<file path="config.mk">
export PLATFORM = sky130hd
export DESIGN_NAME = seq_load_ctrl
export DESIGN_NICKNAME = d
export VERILOG_FILES = /design/src/rtl/seq_load_ctrl.sv
export SDC_FILE = /design/constraint.sdc
export NUM_CORES = 1
export LEC_CHECK = 0
export ABC_AREA = 1
export BUFFER_PORTS_ARGS = -buffer_cell sky130_fd_sc_hd__buf_2
export CORE_UTILIZATION = 40
export DETAILED_ROUTE_END_ITERATION = 8
export SLEW_MARGIN = 20
export SYNTH_ARGS = -nofsm -noshare
export SYNTH_HDL_FRONTEND = slang
export SYNTH_SLANG_ARGS = --single-unit
</file>
<file path="constraint.sdc">
create_clock -name i_clk -period 1.52 [get_ports i_clk]
set_clock_uncertainty 0.15 [all_clocks]
set_input_delay 0.304 -clock i_clk [delete_from_list [all_inputs] [get_ports i_clk]]
set_output_delay 0.304 -clock i_clk [all_outputs]
set_load 0.05 [all_outputs]
</file>
<file path="src/rtl/seq_load_ctrl.sv">
// seq_load_ctrl: pops nucleotide characters from the UART RX FIFO, encodes them into the
// 3-bit system code and writes them into sequence memory A, then B. A '#' byte ends each
// sequence. Once both sequences are loaded, the NW core is started, and loading is held off
// until the core reports done.
//
// Ports:
//   i_clk, i_rst         clock (rising edge), asynchronous active-high reset
//   i_fifo_empty         RX FIFO empty flag (first-word fall-through)
//   i_fifo_data_out      head byte of the RX FIFO
//   o_fifo_rd            pop strobe (combinational)
//   o_char_wr            sequence memory write enable (registered)
//   o_char_sel           target memory, 0 = A, 1 = B (registered)
//   o_char_addr          write address (registered)
//   o_char               encoded nucleotide (registered)
//   o_len_a, o_len_b     committed sequence lengths (registered)
//   o_nw_start           one-cycle start pulse to the NW core
//   i_nw_done            NW core completion (pulse or level)
//   o_busy               high while the NW core is running
//   o_err                sticky error flag
module seq_load_ctrl #(
  parameter int unsigned N      = 8,
  parameter int unsigned LEN    = 16,
  parameter int unsigned ADDR_W = 4
) (
  input  logic              i_clk,
  input  logic              i_rst,
  input  logic              i_fifo_empty,
  input  logic [N-1:0]      i_fifo_data_out,
  output logic              o_fifo_rd,
  output logic              o_char_wr,
  output logic              o_char_sel,
  output logic [ADDR_W-1:0] o_char_addr,
  output logic [2:0]        o_char,
  output logic [ADDR_W:0]   o_len_a,
  output logic [ADDR_W:0]   o_len_b,
  output logic              o_nw_start,
  input  logic              i_nw_done,
  output logic              o_busy,
  output logic              o_err
);

  localparam logic [2:0] S_LOAD_A = 3'd0;
  localparam logic [2:0] S_LOAD_B = 3'd1;
  localparam logic [2:0] S_START  = 3'd2;
  localparam logic [2:0] S_WAIT   = 3'd3;
  localparam logic [2:0] S_ERROR  = 3'd4;

  localparam logic [ADDR_W:0] L_LEN = LEN[ADDR_W:0];

  localparam logic [N-1:0] C_G    = N'(8'h47);
  localparam logic [N-1:0] C_C    = N'(8'h43);
  localparam logic [N-1:0] C_A    = N'(8'h41);
  localparam logic [N-1:0] C_T    = N'(8'h54);
  localparam logic [N-1:0] C_TERM = N'(8'h23);

  logic [2:0]        r_state;
  logic [ADDR_W:0]   r_cnt;
  logic              r_char_wr;
  logic              r_char_sel;
  logic [ADDR_W-1:0] r_char_addr;
  logic [2:0]        r_char;
  logic [ADDR_W:0]   r_len_a;
  logic [ADDR_W:0]   r_len_b;
  logic              r_err;

  logic       w_loading;
  logic       w_pop;
  logic       w_is_nuc;
  logic       w_is_term;
  logic [2:0] w_code;
  logic       w_cnt_full;

  // Byte decode; anything not listed is junk that gets popped and dropped.
  always_comb begin
    w_is_nuc  = 1'b1;
    w_is_term = 1'b0;
    w_code    = 3'b000;
    unique case (i_fifo_data_out)
      C_G:     w_code = 3'b001;
      C_C:     w_code = 3'b110;
      C_A:     w_code = 3'b100;
      C_T:     w_code = 3'b011;
      C_TERM: begin
        w_is_nuc  = 1'b0;
        w_is_term = 1'b1;
      end
      default: w_is_nuc = 1'b0;
    endcase
  end

  assign w_loading  = (r_state == S_LOAD_A) || (r_state == S_LOAD_B);
  // Gated by reset so every output reads 0 while reset is held.
  assign w_pop      = w_loading && !i_fifo_empty && !i_rst;
  assign w_cnt_full = (r_cnt == L_LEN);

  always_ff @(posedge i_clk or posedge i_rst) begin
    if (i_rst) begin
      r_state     <= S_LOAD_A;
      r_cnt       <= '0;
      r_char_wr   <= 1'b0;
      r_char_sel  <= 1'b0;
      r_char_addr <= '0;
      r_char      <= 3'b000;
      r_len_a     <= '0;
      r_len_b     <= '0;
      r_err       <= 1'b0;
    end else begin
      r_char_wr <= 1'b0;
      case (r_state)
        S_LOAD_A, S_LOAD_B: begin
          if (w_pop) begin
            if (w_is_nuc) begin
              if (w_cnt_full) begin
                r_err   <= 1'b1;
                r_state <= S_ERROR;
              end else begin
                r_char_wr   <= 1'b1;
                r_char      <= w_code;
                r_char_addr <= r_cnt[ADDR_W-1:0];
                r_char_sel  <= (r_state == S_LOAD_B);
                r_cnt       <= r_cnt + 1'b1;
              end
            end else if (w_is_term) begin
              if (r_cnt == '0) begin
                r_err   <= 1'b1;
                r_state <= S_ERROR;
              end else begin
                r_cnt <= '0;
                if (r_state == S_LOAD_A) begin
                  r_len_a <= r_cnt;
                  r_state <= S_LOAD_B;
                end else begin
                  r_len_b <= r_cnt;
                  r_state <= S_START;
                end
              end
            end
          end
        end
        S_START: r_state <= S_WAIT;
        S_WAIT: begin
          if (i_nw_done) begin
            r_state <= S_LOAD_A;
          end
        end
        S_ERROR: r_state <= S_ERROR;
        default: begin
          r_err   <= 1'b1;
          r_state <= S_ERROR;
        end
      endcase
    end
  end

  assign o_fifo_rd   = w_pop;
  assign o_char_wr   = r_char_wr;
  assign o_char_sel  = r_char_sel;
  assign o_char_addr = r_char_addr;
  assign o_char      = r_char;
  assign o_len_a     = r_len_a;
  assign o_len_b     = r_len_b;
  assign o_nw_start  = (r_state == S_START);
  assign o_busy      = (r_state == S_START) || (r_state == S_WAIT);
  assign o_err       = r_err;

endmodule

</file>
---- Yosys cells after proc, flatten, opt, wreduce, memory -nomap -nowiden ----
Cells that the tools add are included.
storage, ports and cells
  register bits after elaboration ......... 28
  latch bits .............................. 0
  memory bits (writable) .................. 0
  bits in read-only memories .............. 0
  input port bits ......................... 12
  output and inout port bits .............. 23
  word-level logic and storage cells ...... 75
  memories kept ........................... 0
operators by class
  add/subtract/negate cells ............... 1
  multiply operators ...................... 0
  div/mod/pow operators ................... 0
  $lt $le $gt $ge ......................... 0
  equal/unequal tests ..................... 17
  shift-type cells ........................ 0
  mux-type cells .......................... 25
  bitwise logic cells ..................... 5
  reduce and logical (&&, ||, !) cells .... 18
operators with widths
  cell                 count
  $eq 8x7->1 const B   4
  $mux 5               4
  $mux 3               6
  $pmux 3 s4           1
  $reduce_and 6->1     2
  $mux 1               11
  $reduce_and 5->1     2
  $ne 3x3->1 const B   3
  $pmux 3 s3           1
  $eq 8x6->1 const B   1
  $ne 2x2->1 const B   4
  $reduce_and 4->1     2
  $eq 3x2->1 const B   2
  $add 5x1->5 const B  1
  $eq 5x5->1 const B   1
  $logic_not 5->1      1
  $not 1->1            5
  $reduce_or 4->1      1
  $eq 3x1->1 const B   1
  $eq 3x3->1 const B   1
  $logic_not 3->1      1
  $reduce_or 3->1      1
  $logic_and 1x1->1    2
  $logic_not 1->1      2
  other kinds (5)      6

---- Depth between registers and ports, before layout ----
Gate-level depths: netlist (run 1).
  word-level depth ........................ 7
  gate-level depth with buffers ........... 11
  mapped depth without buffers ............ 11

---- Least setup slack after synthesis (run 1) ----
OpenSTA, ideal clock, no wires.
  path kind ............................... register -> register
  start ................................... register r_state[1]
  end ..................................... register r_state[0]
  library setup time ...................... 0.065 ns
  arrival time ............................ 2.370 ns
  required time ........................... 1.305 ns
  path slack .............................. -1.065 ns
  stages on the path, launching flop included .. 9
  path buffers ............................ 0
  period minus slack after synthesis ...... 2.585 ns
  path through ............................ dfrtp_1 -> inv_1 -> nor2_1 -> inv_1 -> nor2_1 -> inv_1 -> o21ai_0 -> nand3_1 -> nand2_1
on the way
  elaborated cells on any way between the ends .. 19
  classes of those cells .................. eq/ne (7); mux (6); reduce/logical (6)
RTL lines
  element                 RTL line  RTL
  from (decl)             56        logic [2:0] r_state;
  from (signal assigned)  98        r_state <= S_LOAD_A;
  from (signal assigned)  115       r_state <= S_ERROR;
  from (signal assigned)  126       r_state <= S_ERROR;
  $eq 3x2->1              n/a
  net o_nw_start          36        output logic o_nw_start,
  $pmux 3 s3              109       case (r_state)
The timed path passes the listed nets, and every way through them passes these cells. The select of a mux whose other input is x is not followed.
A chain may end at the register's enable or synchronous reset.

---- Worst setup path in the final report (run 1) ----
  start ................................... register r_state[2]
  end ..................................... output o_nw_start
on the way
  cells in the longest elaborated chain, start to end .. 1
RTL lines
  element     RTL line  RTL
  $eq 3x2->1  162       assign o_nw_start = (r_state == S_START);
  to (decl)   36
Every way passes these cells.

==> impl_metrics.json, run 1 <==
{
  "share_seq_of_total_power_pct": 50.4,
  "drv_slew": 0,
  "layout-drive-gt1-share_pct": 54.0,
  "hp-start": "i_nw_done",
  "seq_area_um2": 702,
  "drt.antenna.violating_nets": 0,
  "wl_mm": 3.82,
  "core.rowCount": 22,
  "avgSynthCellArea_um2": 8.35,
  "clk_latency_ps": 270,
  "fin_ws_ps": -136,
  "p_leak_nw": 1.20,
  "tightest_slew_ps": 356,
  "first_iter_violations": 60,
  "dieArea_mm2": 0.00418,
  "required_ps": 1070,
  "cts_buffer_depth": 2,
  "status": "finished, violations left",
  "hold_depth": 4,
  "multiInputGateArea_um2": 915,
  "tritoncts.num_buffers": 3,
  "relSlewSlack_pct": 76.3,
  "vdd_ir_drop_max_v": 0.000742,
  "reg2regPathDepth": 7,
  "cts_tree": "built",
  "power_per_cell_area_mw_per_mm2": 658,
  "syn_area_mm2": 0.00157,
  "yosysSeqAreaShare_pct": 44.6,
  "hold_viol": 0,
  "path_class": "register to output pin",
  "power.switching_mw": 0.429,
  "timing.hold.ws_ps": 139,
  "fmax_mhz": 604,
  "grt_max_degree": 29,
  "grt_pass1_vias": 1424,
  "dp_hpwl_mm": 2.57,
  "violations": "negative setup slack",
  "start_util_pct": 42.3,
  "final-setup-viol-count": 29,
  "r2r_slack_ps": -110,
  "intPower_mw": 1.12,
  "yosysWarnings": 0,
  "comb_power_share_pct": 20.6,
  "min_to": "r_state[1]$_DFFE_PP0P_",
  "synth_fp_nets": 202,
  "pre_cts_slack_ps": -104,
  "avgViaCountPerCell": 4.76,
  "antenna_found_initial": 0,
  "netlist_instances": 188,
  "dieWidth_um": 64.7,
  "grt_pass1_wl_mm": 6.48,
  "finalCritPeriodShare_pct": 109,
  "io_pins": 35,
  "fillCellCount": 327,
  "r2r_start": "r_state[2]$_DFFE_PP0P_",
  "htree_levels": 1,
  "cts_root_buf": "clkbuf_8",
  "cp_max_fo": 4,
  "fin_crit_ps": 1660,
  "crit_arrival_ps": 1200,
  "drv_cap": 0,
  "design.core.area_mm2": 0.00372,
  "finalWeightedCongestion": 0.785,
  "die_h_um": 64.7,
  "dr.pass1.iters": 4,
  "avgRoutedWirePerCell_um": 12.4,
  "syn2layout_area_growth_pct": 50.0,
  "ys_ff_latch": 28,
  "fin_nets": 276,
  "clk_pin_slew_ps": 90,
  "portBuffers": 34,
  "ys_types": 31,
  "p_clk_share_pct": 29.0,
  "diodes": 0,
  "end_kind": "output pin",
  "regToRegEndpoint": "o_len_a[0]$_DFFE_PP0P_",
  "dpl_cell_area_mm2": 0.00200,
  "rsz0062_at_grt": "true",
  "track_usage_pct": 20.2,
  "finalInstanceArea_mm2": 0.00236,
  "clkSinkCount": 28,
  "drcViolationCount": 0,
  "vias": 1470,
  "grt_overflow": 0,
  "start_kind": "register",
  "min-delay-path-class": "primary input to register",
  "swShare_pct": 27.6
}
[cell usage in the layout (no fill, tap or decap), drive strengths merged, types with 2 or more instances in the layout]
cell,Yosys,final
dfrtp,28,28
clkbuf,0,5
nand3,14,14
nand4,7,8
inv,26,26
nor3,3,3
nor2,17,17
nand2,62,62
ha,2,2
buf,1,67
o21ai,20,20
a21oi,3,3
[worst max path at each step]
| stage | from | to | slack, ps | cells past startpoint |
|---|---|---|---|---|
| after CTS | r_state[2]$_DFFE_PP0P_ | o_nw_start | -130 | 4 |
| after floorplan | r_state[1]$_DFFE_PP0P_ | r_state[0]$_DFFE_PP0P_ | -140 | 8 |
| after global placement | i_fifo_data_out[3] | r_cnt[2]$_DFFE_PP0P_ | -100 | 11 |
| after detailed placement | i_fifo_data_out[3] | r_cnt[2]$_DFFE_PP0P_ | -100 | 11 |
| after global routing | r_state[1]$_DFFE_PP0P_ | o_nw_start | -200 | 5 |
| final | r_state[2]$_DFFE_PP0P_ | o_nw_start | -140 | 4 |
[layout make-up]
type | instances | area share [%]
clock buffers | 4 | 2.34
inverters | 27 | 5.05
multi-input cells | 133 | 38.8
flip-flops and latches | 28 | 29.8
well taps | 48 | 2.55
repair buffers | 69 | 21.5
[registers in the layout, summed over array words and instances (netlist names)]
register and count:
o_len_b 5, o_char 3, o_char_wr 1, o_len_a 5, r_cnt 5, o_char_sel 1
o_err 1, r_state 3, o_char_addr 4
[worst max-delay path, cell delays in order, from the launching register on]
cell and delay [ps]:
dfrtp_2 470, nor2_4 130, inv_2 60, nor2_4 120, buf_6 170
[logic make-up after synthesis]
kind of cell               synth area share (%)
xor gates and xnor gates                  0.558
and+or+nand+nor                            37.1
AOI/OAI and AO/OA                          8.77
adders and majority gates                  1.59
DFF                                        44.6
buffers and inverters                      7.33
[synthesized netlist by cell type (all sizes together)]
| cell type | instances | area [um2] |
|---|---|---|
| buf | 1 | 11.3 |
| o21a | 1 | 7.51 |
| nand3 | 14 | 87.6 |
| inv | 26 | 100 |
| a21oi | 3 | 18.8 |
| nor2 | 17 | 105 |
| xor2 | 1 | 8.76 |
| nand2 | 62 | 270 |
| o21ai | 20 | 111 |
| nand3b | 1 | 7.51 |
| or2 | 1 | 6.26 |
| nand4 | 7 | 86.3 |
| nor3 | 3 | 20.0 |
| clkinv | 1 | 3.75 |
| ha | 2 | 25.0 |
| dfrtp | 28 | 701 |
[repair_timing]
| item | in CTS | in global routing |
|---|---|---|
| hold buffers | 1 | 0 |
| buffers inserted | 8 | 3 |
| resized for setup | 21 | 26 |
| pin swaps | 8 | 10 |
| setup endpoints to repair | 26 | 31 |
| cloned | 1 | 1 |
| endpoints found under the hold margin | 28 | 0 |
[metal layers]
metal,wire length [um],part of all wire [%],global-route usage [%]
met5,0,0,0
met3,145,3.8,3.70
met1,1770,46,26.6
met4,69,1.8,6.11
met2,1840,48,33.6
[per-stage QoR]
step	util [%]	cells	TNS [ps]	power, mW
4_1_cts	59.8	305	-1160	1.55
5_1_grt	63.4	309	-4140	1.63
2_1_floorplan	-	188	-528	0.963
3_5_place_dp	53.9	291	-2110	1.05
3_3_place_gp	53.9	291	-1970	1.05
6_report	63.4	309	-1960	1.55
[power groups by stage]
stage / clock network [mW] / registers [mW] / logic [mW]
CTS: 0.475 / 0.780 / 0.297
floorplan: 0 / 0.818 / 0.145
global placement: 0 / 0.795 / 0.259
finish: 0.450 / 0.781 / 0.319
detailed placement: 0 / 0.795 / 0.258
global route: 0.503 / 0.783 / 0.347
No activity file was read; power rests on OpenSTA's default activity.
==> inputs of run 2 (changes only) <==
--- a/config.mk
+++ b/config.mk
@@ -7,6 +7,7 @@
 export LEC_CHECK = 0
 export ABC_AREA = 1
 export BUFFER_PORTS_ARGS = -buffer_cell sky130_fd_sc_hd__buf_2
+export CORE_MARGIN = 4
 export CORE_UTILIZATION = 40
 export DETAILED_ROUTE_END_ITERATION = 8
 export SLEW_MARGIN = 20
==> run 2 against run 1 <==
Effect of this change: the run still ends with negative setup slack left; sequential power about the same; global-route usage down 5.0 points; core utilization down 0.57 points; die area up 19%; final cell count down 0.97%; combinational power about the same; critical endpoint unchanged.
==> impl_metrics.json, run 2 (synthesis gave the netlist of run 1 again) <==
{
  "share_seq_of_total_power_pct": 50.2,
  "path_class": "register to output pin",
  "final-setup-viol-count": 23,
  "clkSinkCount": 28,
  "relSlewSlack_pct": 76.0,
  "wl_mm": 3.63,
  "avgViaCountPerCell": 4.69,
  "crit_end": "o_nw_start",
  "grt_pass1_vias": 1369,
  "multiInputGateArea_um2": 901,
  "fmax_mhz": 610,
  "clk_latency_ps": 270,
  "cts_root_buf": "clkbuf_8",
  "status": "finished, violations left",
  "min-delay-path-class": "primary input to register",
  "r2r_start": "r_state[2]$_DFFE_PP0P_",
  "finalCritPeriodShare_pct": 108,
  "fin_nets": 273,
  "rsz0062_at_grt": "true",
  "dieWidth_um": 70.7,
  "dr.pass1.iters": 4,
  "io_pins": 35,
  "grt_util_met2_pct": 24.7,
  "met1_usage_pct": 21.6,
  "seq_area_um2": 702,
  "hp-start": "i_nw_done",
  "end_kind": "output pin",
  "portBuffers": 34,
  "cp_max_fo": 3,
  "syn2layout_area_growth_pct": 48.7,
  "comb_power_share_pct": 20.4,
  "utilization_pct": 62.8,
  "max_stage_delay_ps": 430,
  "clk_pin_slew_ps": 90,
  "htree_levels": 1,
  "layout_commonest_cell": "nand2_1",
  "avgRoutedWirePerCell_um": 11.9,
  "layout-drive-gt1-share_pct": 51.9,
  "core.rowCount": 22,
  "tritoncts.num_buffers": 3,
  "antenna_found_initial": 0,
  "drt.antenna.violating_nets": 0,
  "grt.met3_usage_pct": 3.27,
  "required_ps": 1070,
  "design.core.area_mm2": 0.00372,
  "p_clk_share_pct": 29.3,
  "start_kind": "register",
  "drv_cap": 0,
  "r2r_slack_ps": -80,
  "grt_max_degree": 29,
  "violations": "negative setup slack",
  "slowest_stage": "dfrtp_1",
  "dp_hpwl_mm": 2.73,
  "finalWeightedCongestion": 0.866,
  "hold_viol": 0,
  "die_h_um": 70.7,
  "cts_buffer_depth": 2,
  "start_util_pct": 42.3,
  "drcViolationCount": 0,
  "reg2regPathDepth": 7,
  "fin_ws_ps": -119,
  "finalInstanceArea_mm2": 0.00233,
  "track_usage_pct": 15.2,
  "grt_overflow": 0,
  "worstPathCellList": "inv_2, nor2_4, inv_2, nor2_4, buf_8",
  "swShare_pct": 27.4,
  "vias": 1435,
  "busiest_layer": "met2",
  "total_power_mw": 1.55,
  "first_iter_violations": 46,
  "vdd_ir_drop_max_v": 0.000521,
  "power_per_cell_area_mw_per_mm2": 666,
  "final_cell_mix": "nand2_1, buf_2, buf_4, dfrtp_1, nand2_2",
  "cts_tree": "built",
  "tightest_slew_ps": 360,
  "dieArea_mm2": 0.00499,
  "power.switching_mw": 0.426,
  "dpl_cell_area_mm2": 0.00201,
  "p_leak_nw": 1.20,
  "crit_start": "r_state[1]$_DFFE_PP0P_",
  "final.setup.tns_ps": -1050,
  "grt_pass1_wl_mm": 6.22,
  "drv_slew": 0,
  "diodes": 0,
  "crit_arrival_ps": 1190,
  "intPower_mw": 1.13,
  "fillCellCount": 316,
  "regToRegEndpoint": "o_len_a[1]$_DFFE_PP0P_",
  "fin_crit_ps": 1640
}
run 2: cell count changes in the layout (fill, tap and decap cells not counted), sizes merged:
cell,before,now
buf,67,65
nand4,8,7
run 2: layout make-up:
type,count,area share (%)
flip-flops and latches,28,30.1
inverters,27,5.09
clock buffers,4,2.36
well taps,48,2.57
multi-input cells,132,38.6
repair buffers,67,21.3
run 2: worst min path at each step:
stage	cells after the start	slack (ps)	to
CTS	4	130	r_state[1]$_DFFE_PP0P_
floorplan	1	220	o_char[0]$_DFFE_PP0P_
detailed placement	3	260	r_state[0]$_DFFE_PP0P_
global placement	3	260	r_state[0]$_DFFE_PP0P_
global route	4	170	r_state[1]$_DFFE_PP0P_
finish	4	160	r_state[1]$_DFFE_PP0P_
run 2: routing by layer:
layer / wire length [um] / share of wire [%] / vias up
met5: 0 / 0 / -
met4: 19 / 0.52 / 0
met3: 113 / 3.1 / 4
met2: 1780 / 49 / 17
met1: 1720 / 47 / 670
li1: - / - / 744
run 2: stage by stage:
step | instances | hold slack (ps) | setup WS, ps
2_1_floorplan | 188 | 219 | -139
3_3_place_gp | 292 | 259 | -117
3_5_place_dp | 292 | 257 | -141
4_1_cts | 304 | 132 | -111
5_1_grt | 306 | 174 | -222
6_report | 306 | 158 | -119
run 2: repair_timing:
item | 4_1_cts | 5_1_grt
pin swaps | 9 | 10
endpoints found under the hold margin | 28 | 0
cloned | 0 | 1
gates resized for setup | 17 | 28
hold buffers | 1 | 0
buffers inserted | 7 | 1
endpoints found under the setup margin | 24 | 31
run 2: worst max-delay path, delay by kind of cell (launching register included):
kind                   cells  cell delay [ps]
buffers and inverters      3              280
flip-flops                 1              430
AND/OR/NAND/NOR            2              200
run 2: power by group through the flow:
stage	Sequential [mW]	Combinational (mW)	Clock, mW
floorplan	0.818	0.145	0
finish	0.781	0.317	0.456
detailed placement	0.795	0.268	0
global placement	0.795	0.268	0
CTS	0.781	0.302	0.475
global route	0.784	0.351	0.503
==> inputs of run 3 (changes only) <==
--- a/config.mk
+++ b/config.mk
@@ -10,6 +10,7 @@
 export CORE_MARGIN = 4
 export CORE_UTILIZATION = 40
 export DETAILED_ROUTE_END_ITERATION = 8
+export MAX_ROUTING_LAYER = met4
 export SLEW_MARGIN = 20
 export SYNTH_ARGS = -nofsm -noshare
 export SYNTH_HDL_FRONTEND = slang
==> run 3 against run 2 <==
Effect of this change: the run still ends with negative setup slack left; core utilization is the same; final cell count unchanged; hold slack got worse by 0.63 ps; largest power group unchanged.
==> impl_metrics.json, run 3 (synthesis gave the netlist of run 1 again) <==
{
  "critPathBufInv": 3,
  "clk_pin_slew_ps": 90,
  "start_kind": "register",
  "rsz0062_at_grt": "true",
  "grt_max_degree": 29,
  "design.core.area_mm2": 0.00372,
  "relSlewSlack_pct": 76.0,
  "start_util_pct": 42.3,
  "vias": 1441,
  "grt_pass1_vias": 1370,
  "final-setup-viol-count": 25,
  "layout-drive-gt1-share_pct": 51.9,
  "core.rowCount": 22,
  "layout_commonest_cell": "nand2_1",
  "required_ps": 1070,
  "avgViaCountPerCell": 4.71,
  "drv_cap": 0,
  "fin_nets": 273,
  "cts_tree": "built",
  "drv_slew": 0,
  "dieWidth_um": 70.7,
  "first_iter_violations": 42,
  "slowest_stage": "dfrtp_1",
  "path_class": "register to output pin",
  "drcViolationCount": 0,
  "fin_ws_ps": -120,
  "fmax_mhz": 610,
  "cts_buffer_depth": 2,
  "worstPathCellList": "inv_2, nor2_4, inv_2, nor2_4, buf_8",
  "io_pins": 35,
  "vdd_ir_drop_max_v": 0.000521,
  "finalWeightedCongestion": 0.880,
  "hp-start": "i_nw_done",
  "fillCellCount": 316,
  "status": "finished, violations left",
  "reg2regPathDepth": 7,
  "final_cell_mix": "nand2_1, buf_2, buf_4, dfrtp_1, nand2_2",
  "dpl_cell_area_mm2": 0.00201,
  "end_kind": "output pin",
  "cp_max_fo": 3,
  "fin_crit_ps": 1640,
  "dieArea_mm2": 0.00499,
  "dp_hpwl_mm": 2.73,
  "cpLargestDelayFamily": "flip-flops",
  "path_depth": 5,
  "diodes": 0,
  "crit_arrival_ps": 1190,
  "hold_depth": 4,
  "tightest_slew_ps": 359,
  "drt.antenna.violating_nets": 0,
  "power_per_cell_area_mw_per_mm2": 666,
  "htree_levels": 1,
  "final.setup.tns_ps": -1040,
  "pre_cts_slack_ps": -141,
  "finalCritPeriodShare_pct": 108,
  "track_usage_pct": 15.7,
  "clk_latency_ps": 270,
  "r2r_start": "r_state[2]$_DFFE_PP0P_",
  "dr.pass1.iters": 4,
  "hold_viol": 0,
  "avgRoutedWirePerCell_um": 11.9,
  "timing.hold.ws_ps": 158,
  "violations": "negative setup slack",
  "syn2layout_area_growth_pct": 48.7,
  "wl_mm": 3.64,
  "crit_start": "r_state[1]$_DFFE_PP0P_",
  "finalInstanceArea_mm2": 0.00233,
  "portBuffers": 34,
  "tritoncts.num_buffers": 3,
  "grt_pass1_wl_mm": 6.22,
  "max_stage_delay_ps": 430,
  "cts_root_buf": "clkbuf_8",
  "clkSinkCount": 28,
  "die_h_um": 70.7,
  "grt_overflow": 0,
  "antenna_found_initial": 0,
  "min-delay-path-class": "primary input to register",
  "p_leak_nw": 1.20
}
==> run 3: cell counts in the layout (fill, tap and decap cells not counted) <==
No cell type changed its count.
==> run 3: final cells by class <==
cell class / count / area (um2) / area share, %
Multi-Input combinational cell: 132 / 901 / 38.6
Inverter: 27 / 119 / 5.09
Timing Repair Buffer: 67 / 498 / 21.3
Sequential cell: 28 / 702 / 30.1
Clock buffer: 4 / 55.1 / 2.36
Tap cell: 48 / 60.1 / 2.57
==> run 3: power by group <==
| group | switching, mW | internal [mW] | leakage [nW] | total (mW) |
|---|---|---|---|---|
| logic | 0.183 | 0.135 | 0.793 | 0.318 |
| clock network | 0.224 | 0.232 | 0.0288 | 0.456 |
| registers | 0.0194 | 0.762 | 0.382 | 0.781 |
| total | 0.426 | 1.13 | 1.20 | 1.55 |
==> run 3: worst paths after layout <==
kind	endpoint	slack, ps
max	o_nw_start	-120
min	r_state[1]$_DFFE_PP0P_	160
max reg2reg	o_len_a[3]$_DFFE_PP0P_	-80
min reg2reg	o_err$_DFFE_PP0P_	320
max in group asynchronous	r_state[2]$_DFFE_PP0P_	450
min in group asynchronous	r_state[0]$_DFFE_PP0P_	480
==> run 3: layer usage <==
| layer | share of wire [%] | track usage, % |
|---|---|---|
| met1 | 47 | 21.6 |
| met4 | 0.52 | 1.88 |
| met3 | 3.5 | 3.27 |
| met5 | 0 | - |
| met2 | 49 | 24.7 |
==> run 3: worst min-delay path, cell delays in order <==
cell,delay [ps]
buf_2,100
nor3_4,40
inv_1,40
nand2_1,50
==> run 3: repair_timing <==
| item | 4_1_cts | 5_1_grt |
|---|---|---|
| hold buffers | 1 | 0 |
| pin swaps | 9 | 10 |
| gates resized for setup | 17 | 28 |
| cloned | 0 | 1 |
| setup buffers | 7 | 1 |
| hold endpoints to repair | 28 | 0 |
| setup endpoints to repair | 24 | 31 |
==> run 3: through the flow <==
stage               total power [mW]  instances  utilization [%]
floorplan                      0.963        188                -
global placement                1.06        292             54.1
detailed placement              1.06        292             54.1
CTS                             1.56        304             59.1
global route                    1.64        306             62.8
finish                          1.55        306             62.8
